===== src/rtl/uart_rx_os.sv =====
// Oversampling UART receiver: 2-flop synchroniser, tick divider, mid-cell majority vote,
// parity/stop checking and a show-ahead output FIFO carrying per-word error flags.
module uart_rx_os #(
  parameter int CLK_DIV    = 27,
  parameter int OVERSAMPLE = 16,
  parameter int DATA_BITS  = 8,
  parameter int PARITY     = 0,
  parameter int STOP_BITS  = 1,
  parameter int FIFO_DEPTH = 4
) (
  input  logic                               clk,
  input  logic                               reset_n,
  input  logic                               rx,
  output logic [DATA_BITS-1:0]               rx_data,
  output logic                               parity_err,
  output logic                               frame_err,
  output logic                               rx_valid,
  input  logic                               rx_ready,
  output logic                               overrun,
  output logic [$clog2(FIFO_DEPTH+1)-1:0]    fifo_count,
  output logic                               busy
);

  localparam int DW = $clog2(CLK_DIV);
  localparam int SW = $clog2(OVERSAMPLE);
  localparam int IW = $clog2(DATA_BITS);
  localparam int PW = $clog2(FIFO_DEPTH);
  localparam int CW = $clog2(FIFO_DEPTH + 1);
  localparam int WW = DATA_BITS + 2;

  localparam logic [DW-1:0] DIV_LAST  = DW'(CLK_DIV - 1);
  localparam logic [SW-1:0] S_LAST    = SW'(OVERSAMPLE - 1);
  localparam logic [SW-1:0] S_A       = SW'(OVERSAMPLE / 2 - 1);
  localparam logic [SW-1:0] S_B       = SW'(OVERSAMPLE / 2);
  localparam logic [SW-1:0] S_C       = SW'(OVERSAMPLE / 2 + 1);
  localparam logic [IW-1:0] BIT_LAST  = IW'(DATA_BITS - 1);
  localparam logic          STOP_LAST = (STOP_BITS == 2);
  localparam logic          ODD_PAR   = (PARITY == 2);
  localparam logic [CW-1:0] FULL      = CW'(FIFO_DEPTH);

  typedef enum logic [2:0] {ST_IDLE, ST_START, ST_DATA, ST_PAR, ST_STOP} state_t;

  logic                 rx_meta, rxs;
  logic [DW-1:0]        div_cnt;
  logic                 tick;
  state_t               state;
  logic [SW-1:0]        s_cnt;
  logic                 smp_a, smp_b, vote;
  logic [IW-1:0]        bit_idx;
  logic                 stop_idx;
  logic [DATA_BITS-1:0] shift;
  logic                 perr, ferr;
  logic                 push;
  logic [WW-1:0]        push_word;

  logic [WW-1:0]        mem [FIFO_DEPTH];
  logic [PW-1:0]        wr_ptr, rd_ptr;
  logic [CW-1:0]        count;
  logic                 pop, full, wr_en;

  always_ff @(posedge clk or negedge reset_n) begin
    if (!reset_n) begin
      rx_meta <= 1'b1;
      rxs     <= 1'b1;
    end else begin
      rx_meta <= rx;
      rxs     <= rx_meta;
    end
  end

  always_ff @(posedge clk or negedge reset_n) begin
    if (!reset_n)              div_cnt <= '0;
    else if (div_cnt == DIV_LAST) div_cnt <= '0;
    else                       div_cnt <= div_cnt + DW'(1);
  end

  assign tick = (div_cnt == DIV_LAST);
  // Two stored mid-cell samples plus the live one at the decision tick.
  assign vote = (smp_a & smp_b) | (smp_a & rxs) | (smp_b & rxs);

  always_ff @(posedge clk or negedge reset_n) begin
    if (!reset_n) begin
      state     <= ST_IDLE;
      s_cnt     <= '0;
      smp_a     <= 1'b0;
      smp_b     <= 1'b0;
      bit_idx   <= '0;
      stop_idx  <= 1'b0;
      shift     <= '0;
      perr      <= 1'b0;
      ferr      <= 1'b0;
      push      <= 1'b0;
      push_word <= '0;
    end else begin
      push <= 1'b0;
      if (tick) begin
        if (state == ST_IDLE) begin
          if (!rxs) begin
            state    <= ST_START;
            s_cnt    <= '0;
            bit_idx  <= '0;
            stop_idx <= 1'b0;
            perr     <= 1'b0;
            ferr     <= 1'b0;
          end
        end else begin
          s_cnt <= (s_cnt == S_LAST) ? '0 : s_cnt + SW'(1);
          if (s_cnt == S_A) smp_a <= rxs;
          if (s_cnt == S_B) smp_b <= rxs;
          case (state)
            ST_START: begin
              if (s_cnt == S_C && vote) begin
                state <= ST_IDLE;
                s_cnt <= '0;
              end else if (s_cnt == S_LAST) begin
                state <= ST_DATA;
              end
            end
            ST_DATA: begin
              if (s_cnt == S_C) shift[bit_idx] <= vote;
              if (s_cnt == S_LAST) begin
                if (bit_idx == BIT_LAST) begin
                  bit_idx <= '0;
                  state   <= (PARITY != 0) ? ST_PAR : ST_STOP;
                end else begin
                  bit_idx <= bit_idx + IW'(1);
                end
              end
            end
            ST_PAR: begin
              if (s_cnt == S_C)    perr  <= ((^shift) ^ vote) != ODD_PAR;
              if (s_cnt == S_LAST) state <= ST_STOP;
            end
            ST_STOP: begin
              if (s_cnt == S_C) begin
                if (!vote) ferr <= 1'b1;
                // Leave mid stop bit so a start edge right after the frame is not missed.
                if (stop_idx == STOP_LAST) begin
                  push      <= 1'b1;
                  push_word <= {shift, perr, ferr | ~vote};
                  state     <= ST_IDLE;
                  s_cnt     <= '0;
                end
              end else if (s_cnt == S_LAST) begin
                stop_idx <= 1'b1;
              end
            end
            default: begin
              state <= ST_IDLE;
              s_cnt <= '0;
            end
          endcase
        end
      end
    end
  end

  assign rx_valid = (count != '0);
  assign pop      = rx_valid & rx_ready;
  assign full     = (count == FULL);
  assign wr_en    = push & (~full | pop);

  always_ff @(posedge clk or negedge reset_n) begin
    if (!reset_n) begin
      for (int i = 0; i < FIFO_DEPTH; i++) mem[i] <= '0;
      wr_ptr  <= '0;
      rd_ptr  <= '0;
      count   <= '0;
      overrun <= 1'b0;
    end else begin
      if (wr_en) begin
        mem[wr_ptr] <= push_word;
        wr_ptr      <= wr_ptr + PW'(1);
      end
      if (pop) rd_ptr <= rd_ptr + PW'(1);
      case ({wr_en, pop})
        2'b10:   count <= count + CW'(1);
        2'b01:   count <= count - CW'(1);
        default: count <= count;
      endcase
      if (pop)               overrun <= 1'b0;
      else if (push && full) overrun <= 1'b1;
    end
  end

  assign {rx_data, parity_err, frame_err} = mem[rd_ptr];
  assign fifo_count = count;
  assign busy       = (state != ST_IDLE);

endmodule


===== config.mk =====
export PLATFORM = sky130hd
export DESIGN_NAME = uart_rx_os
export DESIGN_NICKNAME = d
export VERILOG_FILES = /design/src/rtl/uart_rx_os.sv
export SDC_FILE = /design/constraint.sdc
export NUM_CORES = 1
export LEC_CHECK = 0
export CORE_MARGIN = 5
export CORE_UTILIZATION = 45
export CTS_CLUSTER_SIZE = 28
export DETAILED_ROUTE_END_ITERATION = 8
export SKIP_CTS_REPAIR_TIMING = 1
export SLEW_MARGIN = 25
export SYNTH_ARGS = -nofsm -noshare
export SYNTH_HDL_FRONTEND = slang
export SYNTH_SLANG_ARGS = --single-unit

===== constraint.sdc =====
create_clock -name clk -period 2.6 [get_ports clk]
set_input_delay 0.65 -clock clk [delete_from_list [all_inputs] [get_ports clk]]
set_output_delay 0.65 -clock clk [all_outputs]
set_load 0.03 [all_outputs]

Word-level counts from Yosys, hierarchy flattened
Index checks and enable logic that the tools add are counted.
{"block": "word_totals", "register_bits": 89, "latchBits": 0, "ramBits": 0, "romBits": 0, "input_bits": 4, "output_inout_bits": 16, "mem_count": 0}
{"block": "classes", "n_addsub": 7, "n_mul": 0, "n_div": 0, "n_lt_le_gt_ge": 5, "n_eq_ne": 22, "shifts": 0, "mux": 52, "bitwise_logic": 16, "n_reduce_logical": 26}
{"cell": "3-bit 2-to-1 mux", "count": 14}
{"cell": "40-bit bitwise mux", "count": 1}
{"cell": "10-bit 2-to-1 mux", "count": 3}
{"cell": "4-bit 2-to-1 mux", "count": 6}
{"cell": "10-bit binary-select mux with 2-bit select", "count": 1}
{"cell": "10-bit demux with 2-bit select", "count": 1}
{"cell": "1-bit 2-to-1 mux", "count": 20}
{"cell": "3-bit != test, second input constant", "count": 5}
{"cell": "5-bit AND reduction", "count": 3}
{"cell": "2-bit nonzero test", "count": 7}
{"cell": "4-bit == test, second input constant", "count": 3}
{"cell": "3-bit one-hot mux with 4 select lines", "count": 1}
{"cell": "4-bit one-hot mux with 3 select lines", "count": 1}
{"cell": "4-bit AND reduction", "count": 3}
{"cell": "3-bit == test, second input constant", "count": 3}
{"cell": "8-bit bitwise mux", "count": 1}
{"cell": "8-bit AND reduction", "count": 1}
{"cell": "8-bit XOR reduction", "count": 1}
{"cell": "3-bit by 1-bit adder with 3-bit output, second input constant", "count": 2}
{"cell": "3-bit by 2-bit == test with 1-bit output, second input constant", "count": 2}
{"cell": "3-bit >= comparator, second input constant", "count": 2}
{"cell": "2-bit NOT with 3-bit output", "count": 2}
{"cell": "3-bit one-hot mux with 2 select lines", "count": 1}
{"cell": "3-bit AND reduction", "count": 2}
{"cell": "26 further kinds", "count": 42}

Longest topological paths before layout
{"block": "logic_depth", "depth_word": 7, "mapped_depth": 10, "mapped_depth_nobuf": 9}

Worst setup path before layout
No wires, ideal clock.
{"block": "synth_path", "path_kind": "in2reg", "startpoint": "input rx_ready", "endpoint": "register count[2] (netlist: fifo_count[2])", "setup_ps": 81, "arrival_time_ps": 2250, "path_slack_ps": 269, "cell_stages": 10, "path_buffers": 1, "path_cell_list": "nand2b_1 > o31a_1 > buf_2 > inv_1 > ha_1 > inv_1 > fa_1 > xor2_1 > nor2_1 > xor2_1"}
{"block": "synth_between", "elab_chain_len": 5, "word_cells_on_any_way": 7}
{"element": "start, declared", "line_no": "18", "source": "input logic rx_ready,"}
{"element": "1-bit bitwise AND (*)", "line_no": "159", "source": "assign pop = rx_valid & rx_ready;"}
{"element": "1-bit bitwise OR", "line_no": "161", "source": "assign wr_en = push & (~full | pop);"}
{"element": "1-bit bitwise AND", "line_no": "161"}
{"element": "2-bit by 1-bit == test with 1-bit output or 2-bit == test (tied branches)", "line_no": "176", "source": "case ({wr_en, pop})"}
{"element": "3-bit one-hot mux with 2 select lines or 2-bit nonzero test (tied branches)"}
{"element": "end signal, assigned", "line_no": "177", "source": "2'b10: count <= count + CW'(1);"}
{"element": "end signal, assigned", "line_no": "178", "source": "2'b01: count <= count - CW'(1);"}
{"element": "end signal, assigned", "line_no": "179", "source": "default: count <= count;"}
{"element": "end, declared", "line_no": "58", "source": "logic [CW-1:0] count;"}
Mark *: on every way between the ends. The rest lies on a longest branch, timed or not.
A chain may end at the register's enable or synchronous reset.

Worst setup path after layout
{"block": "layout_path", "startpoint": "register count[1] (netlist: fifo_count[1])", "endpoint": "output rx_valid"}
{"block": "layout_between", "elab_chain_len": 1}
{"element": "3-bit nonzero test", "line_no": "158", "source": "assign rx_valid = (count != '0);"}
{"element": "end, declared", "line_no": "17", "source": "output logic rx_valid,"}
Every way passes these cells.

==> flow_metrics.env <==
export IMPL_cts_tree="yes"
export IMPL_synth_top_cell_area_share=0.493
export IMPL_reg2reg_depth=6
export IMPL_synthCells=319
export IMPL_slowest_stage="clkdlybuf4s50_1"
export IMPL_total_power_mw=2.32
export IMPL_finClkSkew_ns=0.0128
export IMPL_overflow=0
export IMPL_place_congestion=0.800
export IMPL_cp_top_family="buffers and inverters"
export IMPL_synth_seq_cells=89
export IMPL_firstDrtPassIters=4
export IMPL_wirelength_um=7510
export IMPL_synth_cell_type_count=63
export IMPL_clock_latency_ns=0.36
export IMPL_pwr_density_cell_mw_per_mm2=461
export IMPL_grt_max_degree=56
export IMPL_crit_path_max_incr_delay_ns=0.61
export IMPL_grt_pass1_vias=2697
export IMPL_worst_hold_slack_ns=0.235
export IMPL_arrival_ns=1.84
export IMPL_p_leak_nw=2.59
export IMPL_cp_end_kind="output port"
export IMPL_cts_buffers=9
export IMPL_routedWlPerCell_um=15.3
export IMPL_drcViolationCount=0
export IMPL_path_buf_inv=1
export IMPL_synthFlopType="dfrtp_1"
export IMPL_synth_seq_area_share=0.505
export IMPL_crit_type="reg -> out"
export IMPL_synth_area_leaders="dfrtp_1 49%, mux2_2 16%, mux4_2 5.1%"
export IMPL_rows=36
export IMPL_yosysTopAreaCell="dfrtp_1"
export IMPL_finalNetCount=370
export IMPL_ys_warn_count=0
export IMPL_worst_r2r_setup_slack_ns=0.60
export IMPL_final_common_cell="dfrtp_1"
export IMPL_min_path_type="in -> async"
export IMPL_io_pins=20
export IMPL_core_mm2=0.00968
export IMPL_die_area_mm2=0.0119
export IMPL_grt_setup_unrepaired="no"
export IMPL_h_tree_depth=3
export IMPL_critical_path_required_ns=1.95
export IMPL_syn_area_per_cell_um2=13.8
export IMPL_ctsLongestPathBuffers=2
export IMPL_fillers=857
export IMPL_cp_start_kind="register"
export IMPL_hold_viol_final=0
export IMPL_clockRootBuffer="clkbuf_8"
export IMPL_n_antenna_cell=0
export IMPL_ir_drop_v=0.000208
export IMPL_io_buffers=19
export IMPL_synth_fp_nets=336
export IMPL_layout_setup_ws_ns=0.112
export IMPL_area_delta_synth_final_pct=13.7
export IMPL_final_cell_area_mm2=0.00502
export IMPL_first_iter_violations=47
export IMPL_r2r_start="div_cnt[0]"
export IMPL_drv_cap=0
export IMPL_drv_slew=0
export IMPL_crit_fanout=6
export IMPL_path_depth=2
export IMPL_postRouteAntennaNets=0
export IMPL_clk_pin_slew_ns=0.10
export IMPL_critPathLaunch="fifo_count[1]"
export IMPL_antenna_found_initial=0
export IMPL_final_cell_mix="86 x dfrtp_1, 63 x mux2_2, 22 x nor2_1"
export IMPL_chipWidth_um=109
export IMPL_grt_first_pass_wirelength_um=13700
export IMPL_fin_crit_sh=0.957
export IMPL_fin_setup_tns_ns=0
export IMPL_fp_dieH_um=109
export IMPL_critical_path_cell_chain="or3_1 -> clkdlybuf4s50_1"
export IMPL_vias_per_cell=5.12
export IMPL_tightest_slew_ns=0.479
export IMPL_syn_cell_area_mm2=0.00442
export IMPL_fmax_ghz=0.402
export IMPL_fin_crit_ns=2.49
export IMPL_hpwl_um=5310
export IMPL_vias=2515
export IMPL_final_layout_size_suffix_gt1_frac=0.380
export IMPL_async_reset_ff_frac=1.00
export IMPL_run_status="finished clean"
export IMPL_start_util=0.456
export IMPL_synth_edf_count=0
export IMPL_preCtsSetupSlack_ns=-0.0279
export IMPL_slew_headroom=0.681
export IMPL_dpl_instance_area_mm2=0.00482
export IMPL_cts_num_sinks=89
export IMPL_grt_util_all_layers=0.148
export IMPL_finalSetupViolCount=0
final timing paths:
| kind | endpoint |
|---|---|
| worst max-delay path | rx_valid |
| worst min-delay path | fifo_count[2] |
| worst max register to register | shift[0] |
| worst min register to register | rxs |
| max in group asynchronous | bit_idx[1] |
| min in group clk | rxs |
per-stage QoR:
step / instances / util
after global placement: 475 / 0.498
after global routing: 491 / 0.519
after CTS: 491 / 0.516
after floorplan: 319 / -
after detailed placement: 475 / 0.498
final: 491 / 0.519
state kept, by name, indices dropped and copies added, names as in the netlist, 2 cells and up:
register	flops
rd_ptr	2
bit_idx	3
state	3
shift	8
mem	40
fifo_count	3
div_cnt	5
s_cnt	4
wr_ptr	2
push_word	10
power by group:
part           total, mW  leakage [nW]  internal [mW]  switching [mW]
registers           1.39          1.20           1.39         0.00549
clock network      0.867        0.0915          0.357           0.510
logic             0.0572          1.30         0.0171          0.0400
cell type report:
cell class | count | area [um2] | area share
Sequential cell | 89 | 2230 | 0.444
Clock buffer | 9 | 124 | 0.0247
Timing Repair Buffer | 32 | 330 | 0.0658
Tap cell | 133 | 166 | 0.0331
Multi-Input combinational cell | 204 | 2050 | 0.408
Inverter | 17 | 66.3 | 0.0132
Clock inverter | 7 | 55.1 | 0.0110
cell usage after synthesis, types with 2 or more instances:
cell type	instances
a21oi_1	2
a22o_1	2
a31oi_1	2
and2b_2	2
buf_2	2
buf_6	4
clkbuf_1	2
dfrtp_1	87
dfstp_2	2
ha_1	12
inv_1	16
mux2_2	63
mux4_2	10
nand2_1	9
nand2_4	4
nand2b_1	2
nand3_1	7
nand4_1	2
nand4_4	2
nand4b_4	2
nor2_1	22
nor4_1	2
nor4_2	2
o21ai_0	7
o21ai_2	2
xnor2_1	10
xor2_1	4
routing by layer:
metal | share of wire | track usage | vias up | wire length, um
met5 | 0 | 0 | - | 0
met1 | 0.48 | 0.205 | 1258 | 3620
li1 | - | - | 1219 | -
met3 | 0.025 | 0.0213 | 10 | 191
met2 | 0.48 | 0.237 | 28 | 3600
met4 | 0.014 | 0.0541 | 0 | 102
kinds of logic after synthesis:
logic type | share of synthesized area
DFF | 0.505
muxes | 0.214
and+or+nand+nor | 0.119
AOI/OAI and AO/OA | 0.0572
buffers and inverters | 0.0309
xor gates and xnor gates | 0.0329
adders and majority gates | 0.0408
No activity file was read; power rests on OpenSTA's default activity.
